**config.mk**
```make
export PLATFORM = sky130hd
export DESIGN_NAME = inference_scheduler_flat
export DESIGN_NICKNAME = d
export VERILOG_FILES = /design/src/rtl/mnist_pkg.sv /design/src/rtl/inference_scheduler_if.sv /design/src/rtl/sched_req_fifo.sv /design/src/rtl/inference_scheduler.sv /design/src/flat_wrapper.sv
export SDC_FILE = /design/constraint.sdc
export NUM_CORES = 1
export LEC_CHECK = 0
export CAP_MARGIN = 20
export CORE_UTILIZATION = 42
export CTS_BUF_LIST = sky130_fd_sc_hd__clkbuf_16
export DETAILED_ROUTE_END_ITERATION = 16
export GPL_TIMING_DRIVEN = 1
export HOLD_SLACK_MARGIN = 0.12
export PLACE_DENSITY_LB_ADDON = 0.08
export SLEW_MARGIN = 15
export SYNTH_ARGS = -nofsm -noshare
export SYNTH_HDL_FRONTEND = slang
export SYNTH_SLANG_ARGS = --single-unit
```
**constraint.sdc**
```tcl
create_clock -name clk -period 2.4 [get_ports clk]
set_input_delay 0.6 -clock clk [delete_from_list [all_inputs] [get_ports clk]]
set_output_delay 0.6 -clock clk [all_outputs]
set_load 0.005 [all_outputs]
```
**src/rtl/mnist_pkg.sv**
```systemverilog
// Shared defaults, the no-result digit code and the scheduler state encoding
// for the MNIST inference scheduler slice.
package mnist_pkg;

  localparam int NUM_CLASSES_DEF = 10;
  localparam int SCORE_W_DEF     = 16;
  localparam int IMG_W_DEF       = 4;

  localparam logic [3:0] NO_DIGIT = 4'hF;

  typedef enum logic [2:0] {
    S_IDLE,
    S_LAUNCH,
    S_WAIT,
    S_ARGMAX,
    S_RESULT
  } sched_state_t;

endpackage

```
**src/rtl/inference_scheduler_if.sv**
```systemverilog
// Request, result and network-control signals of the inference scheduler.
// The slave modport is the scheduler's view; master is the surrounding system.
interface inference_scheduler_if
  import mnist_pkg::*;
#(
  parameter int IMG_W       = IMG_W_DEF,
  parameter int NUM_CLASSES = NUM_CLASSES_DEF,
  parameter int SCORE_W     = SCORE_W_DEF
);

  logic                           req_valid;
  logic                           req_ready;
  logic [IMG_W-1:0]               req_img;
  logic                           res_valid;
  logic                           res_ready;
  logic [IMG_W-1:0]               res_img;
  logic [3:0]                     res_digit;
  logic [SCORE_W-1:0]             res_score;
  logic                           res_timeout;
  logic                           net_start;
  logic [IMG_W-1:0]               net_img_sel;
  logic                           net_done;
  logic [NUM_CLASSES*SCORE_W-1:0] net_scores;

  modport slave (
    input  req_valid, req_img, res_ready, net_done, net_scores,
    output req_ready, res_valid, res_img, res_digit, res_score, res_timeout,
           net_start, net_img_sel
  );

  modport master (
    output req_valid, req_img, res_ready, net_done, net_scores,
    input  req_ready, res_valid, res_img, res_digit, res_score, res_timeout,
           net_start, net_img_sel
  );

endinterface

```
**src/rtl/sched_req_fifo.sv**
```systemverilog
// Synchronous request FIFO; pointers carry one extra wrap bit so full and
// empty are distinguished without a separate flag.
module sched_req_fifo #(
  parameter int DEPTH = 4,
  parameter int WIDTH = 4
) (
  input  logic                     clk,
  input  logic                     rst,
  input  logic                     push,
  input  logic                     pop,
  input  logic [WIDTH-1:0]         wdata,
  output logic [WIDTH-1:0]         rdata,
  output logic                     full,
  output logic                     empty,
  output logic [$clog2(DEPTH):0]   count
);

  localparam int AW = $clog2(DEPTH);

  logic [WIDTH-1:0] mem [DEPTH];
  logic [AW:0]      wr_ptr;
  logic [AW:0]      rd_ptr;
  logic             do_push;
  logic             do_pop;

  assign do_push = push && !full;
  assign do_pop  = pop && !empty;
  assign count   = wr_ptr - rd_ptr;
  assign full    = (count == (AW+1)'(DEPTH));
  assign empty   = (wr_ptr == rd_ptr);
  assign rdata   = mem[rd_ptr[AW-1:0]];

  always_ff @(posedge clk or negedge rst) begin
    if (!rst) begin
      wr_ptr <= '0;
      rd_ptr <= '0;
    end else begin
      if (do_push) wr_ptr <= wr_ptr + (AW+1)'(1);
      if (do_pop)  rd_ptr <= rd_ptr + (AW+1)'(1);
    end
  end

  // Storage carries no reset; only the pointers define what is valid.
  always_ff @(posedge clk) begin
    if (do_push) mem[wr_ptr[AW-1:0]] <= wdata;
  end

endmodule

```
**src/rtl/inference_scheduler.sv**
```systemverilog
// Queues classification requests, runs the network one image at a time under
// a watchdog, and reduces the returned scores to a winning digit.
module inference_scheduler
  import mnist_pkg::*;
#(
  parameter int QDEPTH      = 4,
  parameter int IMG_W       = IMG_W_DEF,
  parameter int NUM_CLASSES = NUM_CLASSES_DEF,
  parameter int SCORE_W     = SCORE_W_DEF,
  parameter int TIMEOUT     = 8192
) (
  input  logic                  clk,
  input  logic                  rst,
  inference_scheduler_if.slave  bus,
  output logic                  busy
);

  localparam int IW   = $clog2(NUM_CLASSES + 1);
  localparam int WD_W = $clog2(TIMEOUT);
  localparam int CW   = $clog2(QDEPTH) + 1;

  sched_state_t                   state;
  logic [WD_W-1:0]                wdog;
  logic [NUM_CLASSES*SCORE_W-1:0] scores_q;
  logic [IW-1:0]                  idx;
  logic [SCORE_W-1:0]             best_score;
  logic [3:0]                     best_idx;
  logic [SCORE_W-1:0]             cur_score;

  logic             fifo_pop;
  logic [IMG_W-1:0] fifo_rdata;
  logic             fifo_full;
  logic             fifo_empty;
  logic [CW-1:0]    fifo_count;

  sched_req_fifo #(
    .DEPTH (QDEPTH),
    .WIDTH (IMG_W)
  ) u_fifo (
    .clk   (clk),
    .rst   (rst),
    .push  (bus.req_valid),
    .pop   (fifo_pop),
    .wdata (bus.req_img),
    .rdata (fifo_rdata),
    .full  (fifo_full),
    .empty (fifo_empty),
    .count (fifo_count)
  );

  assign bus.req_ready = !fifo_full;
  assign fifo_pop      = (state == S_IDLE) && !fifo_empty;
  assign busy          = (state != S_IDLE) || (fifo_count != '0);

  // The captured scores shift down one class per ARGMAX cycle.
  assign cur_score = scores_q[SCORE_W-1:0];

  always_ff @(posedge clk or negedge rst) begin
    if (!rst) begin
      state           <= S_IDLE;
      wdog            <= '0;
      scores_q        <= '0;
      idx             <= '0;
      best_score      <= '0;
      best_idx        <= '0;
      bus.net_start   <= 1'b0;
      bus.net_img_sel <= '0;
      bus.res_valid   <= 1'b0;
      bus.res_img     <= '0;
      bus.res_digit   <= '0;
      bus.res_score   <= '0;
      bus.res_timeout <= 1'b0;
    end else begin
      bus.net_start <= 1'b0;
      case (state)
        S_IDLE: begin
          if (!fifo_empty) begin
            bus.net_img_sel <= fifo_rdata;
            bus.net_start   <= 1'b1;
            state           <= S_LAUNCH;
          end
        end
        S_LAUNCH: begin
          wdog  <= '0;
          state <= S_WAIT;
        end
        S_WAIT: begin
          if (bus.net_done) begin
            scores_q <= bus.net_scores;
            idx      <= '0;
            state    <= S_ARGMAX;
          end else if (wdog == WD_W'(TIMEOUT - 1)) begin
            bus.res_valid   <= 1'b1;
            bus.res_timeout <= 1'b1;
            bus.res_digit   <= NO_DIGIT;
            bus.res_score   <= '0;
            bus.res_img     <= bus.net_img_sel;
            state           <= S_RESULT;
          end else begin
            wdog <= wdog + WD_W'(1);
          end
        end
        S_ARGMAX: begin
          // Strictly-greater replacement keeps the lowest index on ties.
          if (idx == IW'(NUM_CLASSES)) begin
            bus.res_valid   <= 1'b1;
            bus.res_timeout <= 1'b0;
            bus.res_digit   <= best_idx;
            bus.res_score   <= best_score;
            bus.res_img     <= bus.net_img_sel;
            state           <= S_RESULT;
          end else begin
            if ((idx == '0) || (cur_score > best_score)) begin
              best_score <= cur_score;
              best_idx   <= 4'(idx);
            end
            scores_q <= scores_q >> SCORE_W;
            idx      <= idx + IW'(1);
          end
        end
        S_RESULT: begin
          if (bus.res_ready) begin
            bus.res_valid <= 1'b0;
            state         <= S_IDLE;
          end
        end
        default: state <= S_IDLE;
      endcase
    end
  end

endmodule

```
**src/flat_wrapper.sv**
```systemverilog
// flat-port wrapper written by rule: the top's interface ports become plain ports
module inference_scheduler_flat import mnist_pkg::*;
#(
  parameter int QDEPTH      = 4,
  parameter int IMG_W       = IMG_W_DEF,
  parameter int NUM_CLASSES = NUM_CLASSES_DEF,
  parameter int SCORE_W     = SCORE_W_DEF,
  parameter int TIMEOUT     = 8192
)
  (clk, rst, busy, bus_req_valid, bus_req_img, bus_res_ready, bus_net_done, bus_net_scores, bus_req_ready, bus_res_valid, bus_res_img, bus_res_digit, bus_res_score, bus_res_timeout, bus_net_start, bus_net_img_sel);
  inference_scheduler_if #(.IMG_W(IMG_W), .NUM_CLASSES(NUM_CLASSES), .SCORE_W(SCORE_W)) bus_i ();
  input  logic clk;
  input  logic rst;
  output logic busy;
  input wire logic [$bits(bus_i.req_valid)-1:0] bus_req_valid;
  input wire logic [$bits(bus_i.req_img)-1:0] bus_req_img;
  input wire logic [$bits(bus_i.res_ready)-1:0] bus_res_ready;
  input wire logic [$bits(bus_i.net_done)-1:0] bus_net_done;
  input wire logic [$bits(bus_i.net_scores)-1:0] bus_net_scores;
  output wire logic [$bits(bus_i.req_ready)-1:0] bus_req_ready;
  output wire logic [$bits(bus_i.res_valid)-1:0] bus_res_valid;
  output wire logic [$bits(bus_i.res_img)-1:0] bus_res_img;
  output wire logic [$bits(bus_i.res_digit)-1:0] bus_res_digit;
  output wire logic [$bits(bus_i.res_score)-1:0] bus_res_score;
  output wire logic [$bits(bus_i.res_timeout)-1:0] bus_res_timeout;
  output wire logic [$bits(bus_i.net_start)-1:0] bus_net_start;
  output wire logic [$bits(bus_i.net_img_sel)-1:0] bus_net_img_sel;
  assign bus_i.req_valid = bus_req_valid;
  assign bus_i.req_img = bus_req_img;
  assign bus_i.res_ready = bus_res_ready;
  assign bus_i.net_done = bus_net_done;
  assign bus_i.net_scores = bus_net_scores;
  assign bus_req_ready = bus_i.req_ready;
  assign bus_res_valid = bus_i.res_valid;
  assign bus_res_img = bus_i.res_img;
  assign bus_res_digit = bus_i.res_digit;
  assign bus_res_score = bus_i.res_score;
  assign bus_res_timeout = bus_i.res_timeout;
  assign bus_net_start = bus_i.net_start;
  assign bus_net_img_sel = bus_i.net_img_sel;
  inference_scheduler #(.QDEPTH(QDEPTH), .IMG_W(IMG_W), .NUM_CLASSES(NUM_CLASSES), .SCORE_W(SCORE_W), .TIMEOUT(TIMEOUT)) u_core (.clk(clk), .rst(rst), .bus(bus_i), .busy(busy));
endmodule
```
Word-level counts from Yosys, hierarchy flattened. Memories as Yosys holds them, arrays and structs flattened. A register that Yosys moved wholly into a read port is not among the register bits. Index checks and enable logic that the tools add are counted. Widths: inputs -> output; s select.

Output and inout bits: 33. Register bits after elaboration: 233. Logic and storage cells: 100. Bits in writable memories: 16. Memories: 1.

Reduce and logical (&&, ||, !) cells: 22. Magnitude comparators: 1. Bitwise gates (word level): 2. Add/sub/neg operators: 5. Equality and inequality tests: 17. Multiplexer cells: 38.

Memory list: u_core.u_fifo.mem (words 4, bits a word 4, rd ports 1, clocked after Yosys merged registers in 1, write ports 1, line sched_req_fifo.sv:20) `logic [WIDTH-1:0] mem [DEPTH];`.

Operators with widths (number): $mux 160 (2); $pmux 160 s2 (1); $mux 16 (3); $mux 4 (8); $pmux 16 s2 (1); $mux 13 (2); $pmux 13 s2 (1); $pmux 4 s2 (3); $gt 16x16->1 (1); $mux 3 (5); $pmux 3 s5 (1); $add 13x1->13 const B (1); $eq 13x13->1 const B (1); $ne 2x2->1 const B (6); $mux 1 (9); $reduce_and 3->1 (3); $reduce_bool 3->1 (3); $reduce_and 4->1 (2); $add 3x1->3 const B (2); $eq 3x2->1 const B (2); $eq 3x3->1 const B (2); $reduce_and 5->1 (1); $add 4x1->4 const B (1); $eq 4x4->1 const B (1); other kinds (15) (23).

Longest topological paths before layout.
Depth after elaboration: 6. Depth in mapped cells: 10.

Cells and area by module. A second synthesis with hierarchy kept.

Cell total of the unflattened synthesis: 1203. Area total of the unflattened synthesis: 11476.0 sq um.

Modules (own cells, without submodules): inference_scheduler (instances 1, area each 10421.2 sq um, cells each 1136); sched_req_fifo (instances 1, area each 1054.8 sq um, cells each 67).

Least setup slack after synthesis. No wires, ideal clock.

Path type: register to register. From: reg u_core.best_score[15]. To: reg u_core.best_score[0]. Path slack: 0.443 ns. Clock period less this slack: 1.957 ns. Library setup time: 0.095 ns. Required time: 2.305 ns. Path buffers: 1. Stages on the path, launching flop included: 9. Arrival time: 1.862 ns. Cells stage by stage: dfrtp_1 inv_1 ha_1 nand4_2 nor4_4 o21ai_1 and3_1 buf_2 o31ai_1.

Cells in the longest elaborated chain, start to end: 3.

Ends and longest elaborated chain: start: declaration (line inference_scheduler.sv:26) `logic [SCORE_W-1:0] best_score;`; start signal: assignment (line inference_scheduler.sv:114) `best_score <= cur_score;`; $gt 16x16->1 (line inference_scheduler.sv:113) `if ((idx == '0) || (cur_score > best_score)) begin`; $logic_or 1x1->1 (line inference_scheduler.sv:113); $reduce_and 3->1 (no line).

No other way between the ends. A chain may end at the register's enable or synchronous reset.

Final worst setup path.
From: reg u_core.u_fifo.rd_ptr[0]. To: out busy.

Cells in the longest elaborated chain, start to end: 3.

Ends and longest elaborated chain: start: declaration (line sched_req_fifo.sv:22) `logic [AW:0] rd_ptr;`; start signal: assignment (line sched_req_fifo.sv:39) `if (do_pop) rd_ptr <= rd_ptr + (AW+1)'(1);`; $sub 3x3->3 (line sched_req_fifo.sv:28) `assign count = wr_ptr - rd_ptr;`; $reduce_bool 3->1 (line inference_scheduler.sv:53) `assign busy = (state != S_IDLE) || (fifo_count != '0);`; $logic_or 1x1->1 (line inference_scheduler.sv:53); end: declaration (line flat_wrapper.sv:14) `output logic busy;`.

No other way between the ends.

==> impl_metrics.yaml <==
worst_setup_path:
  critPathMaxStageDelay_ns: 0.41
  arrival_ns: 1.82
  required_ns: 1.80
  cp.buffers_inverters: 1
  timing.rr.start: "u_core.best_score[15]"
  cp-start-kind: "register"
  rrSetupSlack_ns: 0.25
  cp-end-kind: "output port"
  cp_max_fo: 3
  crit_family: "simple AND/OR/NAND/NOR gates"
  worstSetupStartpoint: "u_core.u_fifo.rd_ptr[0]"
  crit_slowest_cell: "dfrtp_1"
  critPathKind: "reg2out"
  rr_endpoint: "u_core.best_score[2]"
  crit_chain: "ha_4, nor2b_4, xnor2_2, nor4_1, nand3_1, buf_2"
  r2r_cells: 9
pwr:
  power_density_mw_per_mm2: 1290
  peakVddDrop_uv: 598
  power.leakage_nw: 6.76
sta:
  setup_slack_ns: -0.0198
  fin_setup_tns_ns: -0.0198
  finalHoldViolations: 0
  timing.final.crit_share_pct: 101
  finClkSkew_ns: 0.00994
  slew_headroom_pct: 61.2
  rsz0062_at_grt: "true"
  worst_pin_slew_ns: 0.577
  fin_crit_ns: 2.42
  drv_slew: 0
  timing.fmax_mhz: 413
  setup_viol: 1
floorplanning:
  die_h_microns: 170
  die_area_sq_mm: 0.0289
  initial_core_util_pct: 42.6
  rows: 61
  core_area_sq_mm: 0.0278
  num_io_pins: 202
  fp.dieW_microns: 170
synth:
  ys_types: 48
  synth_edf_count: 16
  synth-async-reset-ratio_pct: 93.7
  seq_area_frac_synth_pct: 54.2
  netlist_area_sq_mm: 0.0118
  yosys-top-cells-area: "dfrtp_1 50%, mux2i_1 12%, nand2_1 6.6%"
  yosys.area.top_type: "dfrtp_1"
  yosysWarnings: 0
  ys.flop_type: "dfrtp_1"
  syn_inst: 1107
  ys_seq_elements: 253
  avgSynthCellArea_sq_um: 10.7
  syn-num-nets: 1303
  synth_top_area_share_pct: 50.1
grt:
  grt_util_all_layers_pct: 20.1
  antenna_found_initial: 2
  grt_pass1_wl_microns: 46200
  grt_pass1_vias: 8666
  grt.overflow.total: 0
  grt_max_degree: 71
placement:
  dp_slack_ns: 0.0578
  port_buffers: 201
  gp_congestion: 0.833
  dp_hpwl_microns: 20200
routing:
  drt_iter0_markers: 444
  vias: 8528
  antenna_left: 0
  wl_per_cell_microns: 16.5
  firstDrtPassIters: 4
  drc: 0
  drt-total-wl_microns: 28200
  viasPerCell: 4.98
clocking:
  cts_buffers: 29
  clock_latency_ns: 0.54
  clock_sinks: 253
  tritoncts: "done"
  clock-root-buffer: "clkbuf_16"
  clockBufferDepth: 3
  clk_pin_slew_ns: 0.06
  h-tree-depth: 1
outcome:
  violations: "negative setup slack"
  status: "finished with violations"
finish:
  area_growth_pct: 30.4
  final_common_cell: "dfrtp_1"
  diodes: 0
  layout.nets: 1511
  final_cell_mix: "237 x dfrtp_1, 209 x nand2_1, 198 x clkdlybuf4s50_1, 153 x o21ai_0, 144 x mux2i_1"
  drive_gt1_share_pct: 8.70
hold_path:
  holdPathEnd: "u_core.bus.res_img[2]"
  min_path_type: "reg2reg"
  min_from: "u_core.bus.res_img[2]"
  hold_path_depth: 2
flow_run:
  maxCapViolations: 0
-- flip-flops by register name (all words and copies together) (netlist names), 4 cells and up --
register                count
u_core.best_idx             4
u_core.bus.net_img_sel      4
u_core.u_fifo.mem          16
u_core.idx                  4
u_core.bus.res_img          4
u_core.best_score          16
u_core.scores_q           160
u_core.wdog                13
u_core.bus.res_score       16
u_core.bus.res_digit        4
-- timing repair --
action | in CTS | in global routing
pin swaps | 5 | 4
endpoints found under the hold margin | 38 | 0
hold buffers | 1 | 0
endpoints found under the setup margin | 2 | 9
resized for setup | 15 | 3
setup buffers | 2 | 2
-- area by class of cell --
| cell class | count | area [sq um] |
|---|---|---|
| clock buffers | 29 | 726 |
| clock inverters | 21 | 81.3 |
| fillers | 2501 | 12300 |
| inverters | 23 | 86.3 |
| multi-input cells | 751 | 5020 |
| flip-flops and latches | 253 | 6410 |
| well taps | 378 | 473 |
| repair buffers | 257 | 2640 |
-- kinds of logic (layout without fill, tap and decap cells) --
family / count (synthesis) / count (layout) / synth area share [%]
buffers and inverters: 103 / 330 / 4.10
flip-flops: 253 / 253 / 54.2
adder cells (fa/ha/maj): 27 / 27 / 2.85
multiplexers: 152 / 152 / 13.3
AO/OA/AOI/OAI: 244 / 244 / 12.1
XOR/XNOR: 17 / 17 / 1.26
AND/OR/NAND/NOR: 311 / 311 / 12.2
-- worst max-delay path by stage --
stage	slack, ns	endpoint	cells past startpoint
finish	-0.02	busy	6
global route	-0.14	busy	7
floorplan	0.44	u_core.best_score[0]	8
detailed placement	0.06	u_core.wdog[5]	7
CTS	-0.15	busy	6
global placement	0.1	u_core.wdog[5]	7
-- worst min-delay path: stages, from the launching register on --
cell and delay [ns]:
dfrtp_1 0.34, nand2_1 0.05, nand2_1 0.04
-- per-layer routing --
| metal | part of all wire (%) | routed length (microns) | global-route usage, % | vias to the layer above |
|---|---|---|---|---|
| li1 | - | - | - | 4319 |
| met1 | 45 | 12800 | 27.0 | 3993 |
| met2 | 48 | 13500 | 33.2 | 167 |
| met3 | 5.5 | 1570 | 4.53 | 45 |
| met4 | 1.4 | 404 | 4.00 | 4 |
| met5 | 0.078 | 22 | 0 | - |
-- stage by stage --
stage / util (%) / cell area [sq um] / instances / hold slack (ns) / power, mW
after floorplan: - / 11800 / 1107 / 0.304 / 13.1
after global placement: 52.4 / 14500 / 1657 / 0.455 / 15.9
after detailed placement: 52.4 / 14500 / 1657 / 0.460 / 16.1
after CTS: 55.5 / 15400 / 1710 / 0.473 / 20.2
after global routing: 55.6 / 15400 / 1712 / 0.489 / 21.6
final: 55.6 / 15400 / 1712 / 0.467 / 19.9
-- cells in the mapped netlist (3+ instances only) --
| master | n |
|---|---|
| dfrtp_1 | 237 |
| nand2_1 | 209 |
| o21ai_0 | 154 |
| mux2i_1 | 144 |
| clkbuf_1 | 36 |
| buf_2 | 28 |
| ha_1 | 27 |
| nor2_1 | 24 |
| inv_1 | 23 |
| a32oi_1 | 20 |
| o31ai_1 | 19 |
| a22o_1 | 17 |
| edfxtp_1 | 16 |
| nor4_1 | 16 |
| o21ai_1 | 16 |
| buf_4 | 15 |
| xor2_1 | 13 |
| nand3_1 | 11 |
| a21oi_1 | 8 |
| nand4_1 | 7 |
| and3_1 | 6 |
| nor3_1 | 6 |
| and2_1 | 5 |
| nor4b_1 | 5 |
| mux2_2 | 4 |
| mux4_2 | 4 |
| nand3b_1 | 4 |
| xnor2_1 | 4 |
| and4_1 | 3 |
-- power breakdown --
part	internal [mW]	leakage (nW)	switching (mW)
Sequential	6.20	3.05	1.13
Combinational	4.17	3.28	4.60
Clock	2.15	0.436	1.67
(Power assumes the default switching activity.)
